`config.mk`:
```
export PLATFORM = sky130hd
export DESIGN_NAME = io_input_debounce_reg_flat
export DESIGN_NICKNAME = d
export VERILOG_FILES = /design/src/rtl/io_input_debounce_reg_if.sv /design/src/rtl/io_input_debounce_reg.sv /design/src/flat_wrapper.sv
export SDC_FILE = /design/constraint.sdc
export NUM_CORES = 1
export LEC_CHECK = 0
export CAP_MARGIN = 15
export CORE_MARGIN = 3
export CORE_UTILIZATION = 54
export CTS_CLUSTER_DIAMETER = 120
export DETAILED_ROUTE_END_ITERATION = 12
export PLACE_DENSITY = 0.77
export SLEW_MARGIN = 20
export SYNTH_ARGS = -nofsm -noshare
export SYNTH_HDL_FRONTEND = slang
export SYNTH_SLANG_ARGS = --single-unit
export TNS_END_PERCENT = 30
```
`constraint.sdc`:
```
create_clock -name io_clk -period 2.3 [get_ports io_clk]
set_clock_uncertainty 0.05 [all_clocks]
set_input_delay 0.575 -clock io_clk [delete_from_list [all_inputs] [get_ports io_clk]]
set_output_delay 0.575 -clock io_clk [all_outputs]
set_load 0.005 [all_outputs]
```
`src/rtl/io_input_debounce_reg_if.sv`:
```
// Purpose: CPU-side read bus of the I/O input stage (address, read strobe, read data).
// Latency: read data is combinational from the addressed register.
// Backpressure: none; the stage always answers in the same cycle.
//
// Signals:
//   addr            CPU byte address (only addr[7:2] is decoded by the slave)
//   read_io_enable  CPU read strobe for I/O space (gates read-to-clear only)
//   io_read_data    read data for the addressed register
interface io_input_debounce_reg_if;
    logic [31:0] addr;
    logic        read_io_enable;
    logic [31:0] io_read_data;

    modport master (
        output addr,
        output read_io_enable,
        input  io_read_data
    );

    modport slave (
        input  addr,
        input  read_io_enable,
        output io_read_data
    );
endinterface

```
`src/rtl/io_input_debounce_reg.sv`:
```
// Purpose: synchronise + debounce 8 switches and 4 active-low keys; memory-mapped status, sticky key events, tick counter.
// Latency: a steady raw change reaches in_port/key_pressed DEB_CYCLES+2 edges after first sampled; reads are combinational.
// Backpressure: none; reads are always accepted, a read of the event register clears it on the same edge.
//
// Ports:
//   io_clk       I/O clock, all state on the rising edge
//   clrn         asynchronous active-low reset
//   bus          CPU read bus (slave): addr, read_io_enable in; io_read_data out
//   sw_raw       raw switch levels, asynchronous
//   key_raw_n    raw push keys, active-low, asynchronous
//   in_port      debounced switch byte
//   key_pressed  debounced key levels, active-high
//   key_event    sticky press-event flags (cleared by reading 0x88)
module io_input_debounce_reg #(
    parameter int DEB_CYCLES = 500000,
    parameter int CNT_W      = 20
) (
    input  logic                    io_clk,
    input  logic                    clrn,
    io_input_debounce_reg_if.slave  bus,
    input  logic [7:0]              sw_raw,
    input  logic [3:0]              key_raw_n,
    output logic [7:0]              in_port,
    output logic [3:0]              key_pressed,
    output logic [3:0]              key_event
);

    // Switches occupy bits [7:0], keys bits [11:8] of one shared debounce lane.
    localparam int              NB       = 12;
    // Switches rest at 0; keys rest at released (raw 1) so no event fires at reset exit.
    localparam logic [NB-1:0]   RST_LVL  = {4'hF, 8'h00};
    localparam logic [CNT_W-1:0] DEB_LAST = CNT_W'(DEB_CYCLES - 1);

    localparam logic [5:0] REG_SW   = 6'b100000;
    localparam logic [5:0] REG_KEY  = 6'b100001;
    localparam logic [5:0] REG_EVT  = 6'b100010;
    localparam logic [5:0] REG_TICK = 6'b100011;

    logic [NB-1:0]    raw;
    logic [NB-1:0]    s1;
    logic [NB-1:0]    s2;
    logic [NB-1:0]    deb;
    logic [NB-1:0]    deb_nxt;
    logic [CNT_W-1:0] cnt     [NB];
    logic [CNT_W-1:0] cnt_nxt [NB];
    logic [3:0]       press;
    logic             rd_clr;
    logic [31:0]      tick;
    logic [5:0]       reg_sel;
    logic             unused_addr;

    assign raw     = {key_raw_n, sw_raw};
    assign reg_sel = bus.addr[7:2];

    // Only addr[7:2] selects a register; the remaining bits are don't-care.
    assign unused_addr = ^{bus.addr[31:8], bus.addr[1:0]};

    // Two-flop synchroniser; only s2 is trusted downstream.
    always_ff @(posedge io_clk or negedge clrn) begin
        if (!clrn) begin
            s1 <= RST_LVL;
            s2 <= RST_LVL;
        end else begin
            s1 <= raw;
            s2 <= s1;
        end
    end

    // Per-bit debounce: the counter measures how long s2 has disagreed with
    // the accepted level; any agreement restarts it, so short bounces never win.
    always_comb begin
        deb_nxt = deb;
        for (int i = 0; i < NB; i++) begin
            cnt_nxt[i] = '0;
            if (s2[i] != deb[i]) begin
                if (cnt[i] == DEB_LAST) begin
                    deb_nxt[i] = s2[i];
                end else begin
                    cnt_nxt[i] = cnt[i] + 1'b1;
                end
            end
        end
    end

    always_ff @(posedge io_clk or negedge clrn) begin
        if (!clrn) begin
            deb <= RST_LVL;
            for (int i = 0; i < NB; i++) begin
                cnt[i] <= '0;
            end
        end else begin
            deb <= deb_nxt;
            for (int i = 0; i < NB; i++) begin
                cnt[i] <= cnt_nxt[i];
            end
        end
    end

    // Debounced key goes released (1) -> pressed (0) on this edge.
    assign press  = deb[11:8] & ~deb_nxt[11:8];
    assign rd_clr = bus.read_io_enable && (reg_sel == REG_EVT);

    // Set beats clear: a press landing on the clearing edge survives.
    always_ff @(posedge io_clk or negedge clrn) begin
        if (!clrn) begin
            key_event <= '0;
        end else begin
            key_event <= (rd_clr ? 4'b0000 : key_event) | press;
        end
    end

    always_ff @(posedge io_clk or negedge clrn) begin
        if (!clrn) begin
            tick <= '0;
        end else begin
            tick <= tick + 32'd1;
        end
    end

    assign in_port     = deb[7:0];
    assign key_pressed = ~deb[11:8];

    always_comb begin
        bus.io_read_data = '0;
        case (reg_sel)
            REG_SW:   bus.io_read_data = {24'b0, in_port};
            REG_KEY:  bus.io_read_data = {28'b0, key_pressed};
            REG_EVT:  bus.io_read_data = {28'b0, key_event};
            REG_TICK: bus.io_read_data = tick;
            default:  bus.io_read_data = '0;
        endcase
    end

endmodule

```
`src/flat_wrapper.sv`:
```
// flat-port wrapper written by rule: the top's interface ports become plain ports
module io_input_debounce_reg_flat 
#(
    parameter int DEB_CYCLES = 500000,
    parameter int CNT_W      = 20
)
  (io_clk, clrn, sw_raw, key_raw_n, in_port, key_pressed, key_event, bus_addr, bus_read_io_enable, bus_io_read_data);
  io_input_debounce_reg_if bus_i ();
  input  logic io_clk;
  input  logic clrn;
  input  logic [7:0] sw_raw;
  input  logic [3:0] key_raw_n;
  output logic [7:0] in_port;
  output logic [3:0] key_pressed;
  output logic [3:0] key_event;
  input wire logic [$bits(bus_i.addr)-1:0] bus_addr;
  input wire logic [$bits(bus_i.read_io_enable)-1:0] bus_read_io_enable;
  output wire logic [$bits(bus_i.io_read_data)-1:0] bus_io_read_data;
  assign bus_i.addr = bus_addr;
  assign bus_i.read_io_enable = bus_read_io_enable;
  assign bus_io_read_data = bus_i.io_read_data;
  io_input_debounce_reg #(.DEB_CYCLES(DEB_CYCLES), .CNT_W(CNT_W)) u_core (.io_clk(io_clk), .clrn(clrn), .bus(bus_i), .sw_raw(sw_raw), .key_raw_n(key_raw_n), .in_port(in_port), .key_pressed(key_pressed), .key_event(key_event));
endmodule
```
==> impl_metrics.xml <==
<?xml version="1.0" encoding="UTF-8"?>
<metrics>
  <group name="yosys">
    <metric name="yosysSeqAreaShare" unit="%">51.56</metric>
    <metric name="syn-mean-instance-area" unit="sq um">10.05</metric>
    <metric name="number_of_enable_flip_flop_cells_after_synthesis" unit="">0</metric>
    <metric name="mappedNetlistNets" unit="">1569</metric>
    <metric name="synthCells" unit="">1509</metric>
    <metric name="async_flop_share" unit="%">100.0</metric>
    <metric name="most_frequently_used_flop_master_after_synthesis" unit="">sky130_fd_sc_hd__dfrtp_1</metric>
    <metric name="ys_types" unit="">47</metric>
    <metric name="yosys_warnings" unit="">0</metric>
    <metric name="netlist_area" unit="sq um">15170</metric>
    <metric name="synth-seq-cells" unit="">312</metric>
  </group>
  <group name="outcome">
    <metric name="violations_in_the_final_reports" unit="">setup timing</metric>
    <metric name="status" unit="">complete, but fails checks</metric>
  </group>
  <group name="drt">
    <metric name="drt-pass1-iter-count" unit="">5</metric>
    <metric name="routed_wire_length_per_instance" unit="um">15.97</metric>
    <metric name="detailroute.via_count" unit="">11730</metric>
    <metric name="post_drt_via_cell_ratio" unit="">5.730</metric>
    <metric name="dr.first_iter.drc_count" unit="">759</metric>
    <metric name="antenna_left" unit="">0</metric>
    <metric name="wirelength" unit="um">32690</metric>
    <metric name="drc" unit="">0</metric>
  </group>
  <group name="floorplan">
    <metric name="core_area" unit="sq um">27250</metric>
    <metric name="rows" unit="">60</metric>
    <metric name="fp.dieArea" unit="sq um">30140</metric>
    <metric name="die_h" unit="um">173.6</metric>
    <metric name="die_w" unit="um">173.6</metric>
    <metric name="design.portCount" unit="">95</metric>
    <metric name="floorplan.initialDensity" unit="%">55.67</metric>
  </group>
  <group name="cells_and_area">
    <metric name="post_layout_inst_area" unit="sq um">18120</metric>
    <metric name="share_of_the_core_filled_with_cells" unit="%">66.50</metric>
    <metric name="drive_above_1_share" unit="%">15.34</metric>
    <metric name="nNetsFinal" unit="">1712</metric>
    <metric name="antenna-diode-count" unit="">0</metric>
    <metric name="area_growth_syn_to_layout" unit="%">19.46</metric>
  </group>
  <group name="setup_path">
    <metric name="crit_path_end_kind" unit="">primary output</metric>
    <metric name="worst-endpoint-required" unit="ps">1670</metric>
    <metric name="critPathLaunchType" unit="">flop</metric>
    <metric name="arrival" unit="ps">1800</metric>
    <metric name="setup.worst_path.class" unit="">reg -&gt; out</metric>
    <metric name="worst-r2r-cell-count" unit="">5</metric>
    <metric name="path_max_fanout" unit="">2</metric>
  </group>
  <group name="worst_hold_path">
    <metric name="holdCritPathClass" unit="">reg -&gt; reg</metric>
    <metric name="holdPathStages" unit="">0</metric>
  </group>
  <group name="sta">
    <metric name="max_freq" unit="MHz">412.6</metric>
    <metric name="final_min_period_over_clock_period" unit="%">105.4</metric>
    <metric name="layout_setup_ws" unit="ps">-123.9</metric>
    <metric name="timing.final.max_slew_violations" unit="">0</metric>
    <metric name="rsz0062_at_grt" unit="">yes</metric>
    <metric name="post_route_minimum_period" unit="ps">2424</metric>
    <metric name="report.final.setup_viol" unit="">21</metric>
    <metric name="final_hold_viol_count" unit="">0</metric>
    <metric name="worstMarginPinSlew" unit="ps">619.3</metric>
    <metric name="slew_headroom" unit="%">58.33</metric>
  </group>
  <group name="global_routing">
    <metric name="gr-usage-all-layers" unit="%">21.75</metric>
    <metric name="number_of_global_route_vias_before_repair" unit="">11570</metric>
    <metric name="grt_pass1_wl" unit="um">56040</metric>
    <metric name="grt_start_max_net_pins" unit="">78</metric>
    <metric name="antenna_violations_before_repair" unit="">1</metric>
    <metric name="grt.overflow.total" unit="">0</metric>
  </group>
  <group name="power_and_ir_drop">
    <metric name="power" unit="mW">11.94</metric>
    <metric name="powerDensity" unit="nW/um^2">659.0</metric>
    <metric name="leakage" unit="nW">7.504</metric>
    <metric name="power.ir.vdd_worst" unit="uV">519.5</metric>
  </group>
  <group name="placed_design">
    <metric name="place_worst_setup_slack" unit="ps">-864.2</metric>
    <metric name="gp_routability_congestion" unit="">0.8770</metric>
    <metric name="dpl-instance-area" unit="sq um">16740</metric>
    <metric name="portBuffers" unit="">68</metric>
    <metric name="dp_hpwl" unit="um">22220</metric>
  </group>
  <group name="clock_tree">
    <metric name="cts_tree" unit="">yes</metric>
    <metric name="cts_inserted_buffers" unit="">36</metric>
    <metric name="cts_root_buf" unit="">sky130_fd_sc_hd__clkbuf_16</metric>
    <metric name="cts_buffer_depth" unit="">3</metric>
    <metric name="cts_max_level" unit="">2</metric>
    <metric name="tritoncts_num_sinks" unit="">312</metric>
    <metric name="clock_latency" unit="ps">510</metric>
    <metric name="cts.reportedPaths.clkPinSlew" unit="ps">60</metric>
  </group>
  <group name="job">
    <metric name="max-cap-violations" unit="">0</metric>
  </group>
</metrics>
layout make-up:
cell class	count	area, sq um
inverter	38	142.6
tap	372	465.4
clock inverter	11	161.4
fill	2050	9129
sequential	312	7823
clock buffer	50	1067
multi-input combinational	1107	7047
timing repair buffer	157	1416
cells in the mapped netlist, drive strengths merged (35+ instances only):
cell type,instances,share of area (%)
nand2,90,2.2
inv,38,0.94
and2,38,1.6
xnor2,103,5.9
clkbuf,38,0.96
o21ai,38,1.3
nor4,35,1.4
xor2,95,5.5
nor2,198,4.9
or4,35,1.8
nand3,88,2.9
or3,39,1.6
nor3,38,1.3
dfrtp,300,49
a21oi,60,2.0
nand4,92,3.9
cells by family after synthesis:
group	Yosys count	synth area share, %
fa+ha+maj	13	1.072
simple gates	740	26.14
compound gates	136	5.551
mux	20	1.716
buf+inv	90	2.524
xor+xnor	198	11.43
flops	312	51.56
what timing repair did:
action                                  in CTS  in global routing
hold buffers                                 1                  0
endpoints found under the hold margin       30                  0
gates cloned                                 3                  0
gates resized for setup                    200                  8
endpoints found under the setup margin      36                 34
pin swaps                                   11                  2
buffers inserted                             8                  2
placed cells by master (no fill, tap or decap), types with 39 or more instances in the layout:
cell type and n:
sky130_fd_sc_hd__dfrtp_1 300, sky130_fd_sc_hd__buf_4 70, sky130_fd_sc_hd__a21oi_1 58, sky130_fd_sc_hd__xnor2_1 103, sky130_fd_sc_hd__nand3_1 88, sky130_fd_sc_hd__nor2_1 197
sky130_fd_sc_hd__clkbuf_16 39, sky130_fd_sc_hd__nand2_1 90, sky130_fd_sc_hd__xor2_1 95, sky130_fd_sc_hd__nand4_1 89
per-stage QoR:
| stage | std cells | hold slack (ps) | TNS (ps) |
|---|---|---|---|
| after floorplan | 1509 | 229.4 | 0 |
| after global placement | 1973 | 282.6 | -24910 |
| after detailed placement | 1973 | 284.7 | -26150 |
| after CTS | 2046 | 297.1 | -1135 |
| after global routing | 2047 | 303.4 | -2241 |
| final | 2047 | 296.3 | -807.4 |
state kept, by name, indices dropped and copies added, names as in the netlist:
name              flops
u_core.s1            12
u_core.key_event      4
u_core.cnt          240
u_core.tick          32
u_core.deb           12
u_core.s2            12
final timing paths:
path | slack [ps] | start | endpoint
min in group asynchronous | 510 | clrn | u_core.cnt[232]
setup reg to reg | 50 | u_core.cnt[1] | u_core.cnt[16]
setup / recovery | -120 | u_core.deb[10] | bus_io_read_data[2]
hold reg to reg | 300 | u_core.s1[1] | u_core.s2[1]
hold / removal | 300 | u_core.s1[1] | u_core.s2[1]
max in group asynchronous | 970 | clrn | u_core.tick[29]
metal layers:
metal	vias to the layer above	wire (um)	global-route usage (%)
met5	-	0	0
met4	0	610	5.094
met3	56	1376	3.351
met2	246	16130	37.29
met1	5743	14570	29.41
li1	5684	-	-
report_power, final:
part	switching [mW]	leakage (nW)	internal (mW)
logic	0.265	2.66	0.170
registers	0.0713	4.24	5.57
clock network	2.18	0.604	3.68
critical path, cell delays in order (launching register included):
cell	delay, ps
sky130_fd_sc_hd__dfstp_2	530
sky130_fd_sc_hd__inv_2	40
sky130_fd_sc_hd__mux4_2	450
sky130_fd_sc_hd__and2_4	160
sky130_fd_sc_hd__buf_6	110
(Power assumes the default switching activity.)
==> RTL edit 1 (same flow settings) <==
`CNT_W` is set to 20 in 2 places; all go to 24.
--- a/src/rtl/io_input_debounce_reg.sv
+++ b/src/rtl/io_input_debounce_reg.sv
@@ -13,7 +13,7 @@
 //   key_event    sticky press-event flags (cleared by reading 0x88)
 module io_input_debounce_reg #(
     parameter int DEB_CYCLES = 500000,
-    parameter int CNT_W      = 20
+    parameter int CNT_W      = 24
 ) (
     input  logic                    io_clk,
     input  logic                    clrn,
--- a/src/flat_wrapper.sv
+++ b/src/flat_wrapper.sv
@@ -2,7 +2,7 @@
 module io_input_debounce_reg_flat 
 #(
     parameter int DEB_CYCLES = 500000,
-    parameter int CNT_W      = 20
+    parameter int CNT_W      = 24
 )
   (io_clk, clrn, sw_raw, key_raw_n, in_port, key_pressed, key_event, bus_addr, bus_read_io_enable, bus_io_read_data);
   io_input_debounce_reg_if bus_i ();
Formal check against the unedited RTL: no difference found for any inputs over 10 cycles, from zero or initial values; that may be too few to reach the edited logic, so the function may still have changed.
==> RTL edit 1 against the unedited design <==
- the flow still finishes with violations (setup timing)
- synthesized area up 18%
- utilization decreased by 2.9 points
- setup slack got worse by 120 ps
- final cell count up 18%
- sequential cell count rose by 48
- power grew 7.9%
- final area grew 15%
- routed wire length rose by 21%
- largest power group is now sequential cells
- highest routed layer unchanged
==> RTL edit 1: results (changes against the unedited design) <==
GRT
  – Vias in the first global route: 14100 (+22%)
  – Met3 Usage GRT: 4.00% (+0.65 points)
  – Gr usage total: 22.5% (+0.70 points)
  – Wire length of the first global-routing pass: 68000 um (+21%)
  – Antenna violations before repair: 0 (-1)
  – Met1 usage: 31.2% (+1.8 points)

Place
  – Dpl cell area: 19400 um^2 (+16%)
  – RD Place Congestion: 0.858 (-2.1%)

Worst setup path
  – Reg2reg start: u_core.cnt[272]
  – Slowest stage delay, CP: 290 ps (-240 ps)
  – Family with the most delay on the worst path: buffers and inverters
  – Worst R2R Path Depth: 4 (-1)

Yosys
  – Synth Area in Compound Gates: 8.40% (+2.8 points)
  – Largest cells by area after synthesis: dfrtp_1 49%, xor2_1 4.8%, xnor2_1 4.5%, nor2_1 4.2%, nand4_1 3.5%
  – Commonest cells post-synth: 348 x dfrtp_1, 199 x nor2_1, 113 x nand2_1
  – Post-Synth XOR/XNOR Area: 9.32% (-2.1 points)
  – Synth cell types: 58 (+23%)
  – Register area share after synthesis: 50.3% (-1.3 points)
  – Post-synthesis mux area share: 1.07% (-0.65 points)
  – Syn nets: 1903 (+21%)

Finish
  – Total Nets Final: 2005 (+17%)

Drt
  – WL met3: 2130 um (+55%)
  – Wire length per cell: 16.4 um (+2.7%)
  – DR WL met2: 18700 um (+16%)
  – Iteration-0 DRC Markers: 1094 (+44%)
  – Metal-1 WL: 17900 um (+23%)

CTS
  – Post-CTS repair timing setup buffer count: 9 (+1)
  – CTS Buf Count: 38 (+5.6%)

STA
  – Slew headroom: 58.7% (+0.36 points)
  – Worst setup margin: -239 ps (-115 ps)
  – Setup violations, final: 31 (+48%)

Status
  – Failing checks: setup timing
  – Status: finished with violations

Power and ir drop
  – Leakage power: 8.33 nW (+11%)
  – Peak supply drop: 0.453 mV (-13%)
  – Design internal power: 10.0 mW (+6.2%)

Hold path
  – Hold Crit Start: u_core.s1[3]
## RTL edit 1: cell count changes after synthesis, moves of 23 or more
cell      unedited run  this run
nand2_1             90       113
a21oi_1             58       103
or4_1               33        62
o31ai_1             26        62
clkbuf_1            35        58
dfrtp_1            300       348
## RTL edit 1: path summary, 6_finish.rpt
check,slack (ps),endpoint
setup reg to reg,120,u_core.cnt[287]
setup / recovery,-240,bus_io_read_data[1]
hold reg to reg,290,u_core.s2[3]
max in group asynchronous,920,u_core.s1[10]
hold / removal,290,u_core.s2[3]
min in group asynchronous,560,u_core.cnt[11]
## RTL edit 1: final cells by class
| class | count | area (um^2) |
|---|---|---|
| clock buffers | 45 | 1030 |
| clock inverters | 23 | 191 |
| fillers | 2529 | 11900 |
| inverters | 55 | 206 |
| multi-input cells | 1351 | 8490 |
| flip-flops and latches | 360 | 9030 |
| well taps | 442 | 553 |
| repair buffers | 139 | 1260 |
## RTL edit 1: stage by stage
stage          cells  hold WS (ps)  power [mW]  setup WS, ps  setup TNS [ps]
2_1_floorplan   1843           229        6.76          81.1               0
3_3_place_gp    2334           282        7.01          -946          -25380
4_1_cts         2414           295        13.1          -206           -3010
5_1_grt         2415           305        13.4          -311           -5440
3_5_place_dp    2334           285        7.03          -992          -27650
6_report        2415           293        12.9          -239           -3290
## RTL edit 1: power groups by stage
| stage | registers, mW | clock network, mW | logic (mW) |
|---|---|---|---|
| after detailed placement | 6.59 | 0 | 0.437 |
| final | 6.48 | 5.97 | 0.437 |
| after global placement | 6.59 | 0 | 0.425 |
| after CTS | 6.48 | 6.13 | 0.451 |
| after floorplan | 6.58 | 0 | 0.178 |
| after global routing | 6.49 | 6.39 | 0.503 |
==> RTL edit 2 (config.mk and constraints unchanged) <==
Without the edit above. Put a register stage on the output `key_pressed`. The value now appears one clock later. The other outputs are not delayed to match. Comments in the files are not updated.
--- a/src/rtl/io_input_debounce_reg.sv
+++ b/src/rtl/io_input_debounce_reg.sv
@@ -35,6 +35,8 @@
     localparam logic [5:0] REG_KEY  = 6'b100001;
     localparam logic [5:0] REG_EVT  = 6'b100010;
     localparam logic [5:0] REG_TICK = 6'b100011;
+
+    logic [3:0] key_pressed_d;
 
     logic [NB-1:0]    raw;
     logic [NB-1:0]    s1;
@@ -118,18 +120,22 @@
     end
 
     assign in_port     = deb[7:0];
-    assign key_pressed = ~deb[11:8];
+    assign key_pressed_d = ~deb[11:8];
 
     always_comb begin
         bus.io_read_data = '0;
         case (reg_sel)
             REG_SW:   bus.io_read_data = {24'b0, in_port};
-            REG_KEY:  bus.io_read_data = {28'b0, key_pressed};
+            REG_KEY:  bus.io_read_data = {28'b0, key_pressed_d};
             REG_EVT:  bus.io_read_data = {28'b0, key_event};
             REG_TICK: bus.io_read_data = tick;
             default:  bus.io_read_data = '0;
         endcase
     end
 
+    always_ff @(posedge io_clk) begin
+        key_pressed <= key_pressed_d;
+    end
+
 endmodule
 
Behaviour: not the same (Yosys sat finds a counterexample within 4 cycles, from zero or initial values).
==> RTL edit 2 against the unedited design <==
- routed wire length shrank 1.6%
- non-clock buffer count shrank 25
- sequential cell count rose by 4
- final area is 0.97% lower
- register-to-register slack gained 110 ps
- largest power group unchanged
- synthesized area down 0.21%
- sequential share of layout area grew 0.87 points
- largest cell class unchanged
- power rose by 2.0%
- the run still ends with setup timing left
- via count hardly changed
- fmax shrank 11%
- setup slack got worse by 310 ps
==> RTL edit 2: results (changes against the unedited design) <==
GRT
  – Largest net degree at the start of global routing: 63 (-19%)
  – Met3 Usage GRT: 3.94% (+0.59 points)
  – Antenna violations before repair: 2 (+1)
  – Met2 Usage GRT: 34.8% (-2.5 points)
  – Wire length of the first global-routing pass: 55700 um (-0.55%)
  – Met1 usage: 29.9% (+0.54 points)
  – Gr usage total: 21.6% (-0.17 points)
  – Vias in the first global route: 11600 (+0.16%)

Power and ir drop
  – Peak supply drop: 0.522 mV (+0.47%)

Worst setup path
  – CP Launch Point: bus_addr[4]
  – Crit path arrival time: 2110 ps (+310 ps)
  – Slowest cell on crit path: nor4b_4
  – Crit Path Max Fanout: 3 (+1)
  – Reg2reg start: u_core.cnt[220]
  – Slowest stage delay, CP: 310 ps (-220 ps)

Drt
  – Wire length per cell: 15.7 um (-1.9%)
  – DR vias: 11700 (+0.085%)
  – DR vias/cell: 5.72 (-0.16%)
  – Iteration-0 DRC Markers: 849 (+12%)

Yosys
  – Post-synthesis async set-or-reset flop share: 98.7% (-1.3 points)
  – Synth cell types: 53 (+13%)
  – Syn nets: 1587 (+1.1%)

Finish
  – Total Nets Final: 1711 (-0.058%)
  – Fraction of layout cells with a size suffix above 1: 12.3% (-3.1 points)

CTS
  – CTS Buf Count: 35 (-2.8%)

Status
  – Status: finished with violations
  – Failing checks: setup timing

Place
  – DP Cell Count: 1972 (-0.051%)
  – Pre-CTS setup slack: -1100 ps (-240 ps)
  – Dpl cell area: 16500 um^2 (-1.3%)
  – Post-DP HPWL: 22000 um (-1.1%)

STA
  – Setup TNS: -9080 ps (-8270 ps)
  – Setup violations, final: 32 (+52%)
  – Worst setup margin: -435 ps (-311 ps)
==> RTL edit 2: layout make-up <==
class	instances	area, um^2
inverter	45	169
timing repair buffer	132	1200
fill	2101	9300
antenna	2	5.00
clock inverter	19	282
tap	372	465
multi-input combinational	1121	6930
sequential	316	7900
clock buffer	45	995
==> RTL edit 2: worst reg2reg max path: stages, from the launching register on <==
cell and delay [ps]:
dfrtp_1 410, ha_1 260, nand4_2 120, or4_4 570, or4_1 480, a21oi_1 150
==> RTL edit 2: timing repair <==
item                                    in CTS  in global routing
pin swaps                                    2                  3
endpoints found under the hold margin       33                  0
hold buffers                                 1                  0
cloned                                       3                  0
buffers inserted                             9                  4
resized for setup                          177                 11
endpoints found under the setup margin      32                 33
==> RTL edit 2: per-layer routing <==
layer	wire length, um	vias to the layer above	share of wire (%)
li1	-	5692	-
met3	1470	57	4.6
met2	15100	253	47
met4	744	0	2.3
met5	0	-	0
met1	14900	5737	46
==> RTL edit 2: cell families (layout without fill, tap and decap cells) <==
| logic type | after synthesis | in the layout | synth area share (%) |
|---|---|---|---|
| compound gates | 168 | 168 | 6.47 |
| xor+xnor | 186 | 186 | 10.8 |
| fa+ha+maj | 13 | 13 | 1.07 |
| buf+inv | 90 | 241 | 2.49 |
| flops | 316 | 316 | 52.2 |
| mux | 13 | 13 | 0.934 |
| other cells | 0 | 2 | 0 |
| simple gates | 741 | 741 | 26.1 |
==> RTL edit 2: worst paths after layout <==
check	slack [ps]	cells past startpoint	end
worst max-delay path	-440	10	bus_io_read_data[3]
worst min-delay path	300	0	u_core.s2[0]
worst max register to register	160	5	u_core.cnt[238]
worst min register to register	300	0	u_core.s2[0]
max in group asynchronous	970	3	u_core.cnt[13]
min in group asynchronous	500	2	u_core.cnt[40]
==> RTL edit 2: where the power goes <==
group | switching, mW | leakage [nW] | total, mW | internal [mW]
clock | 2.30 | 0.621 | 6.07 | 3.77
sequential | 0.0734 | 4.26 | 5.71 | 5.64
combinational | 0.251 | 2.44 | 0.401 | 0.150
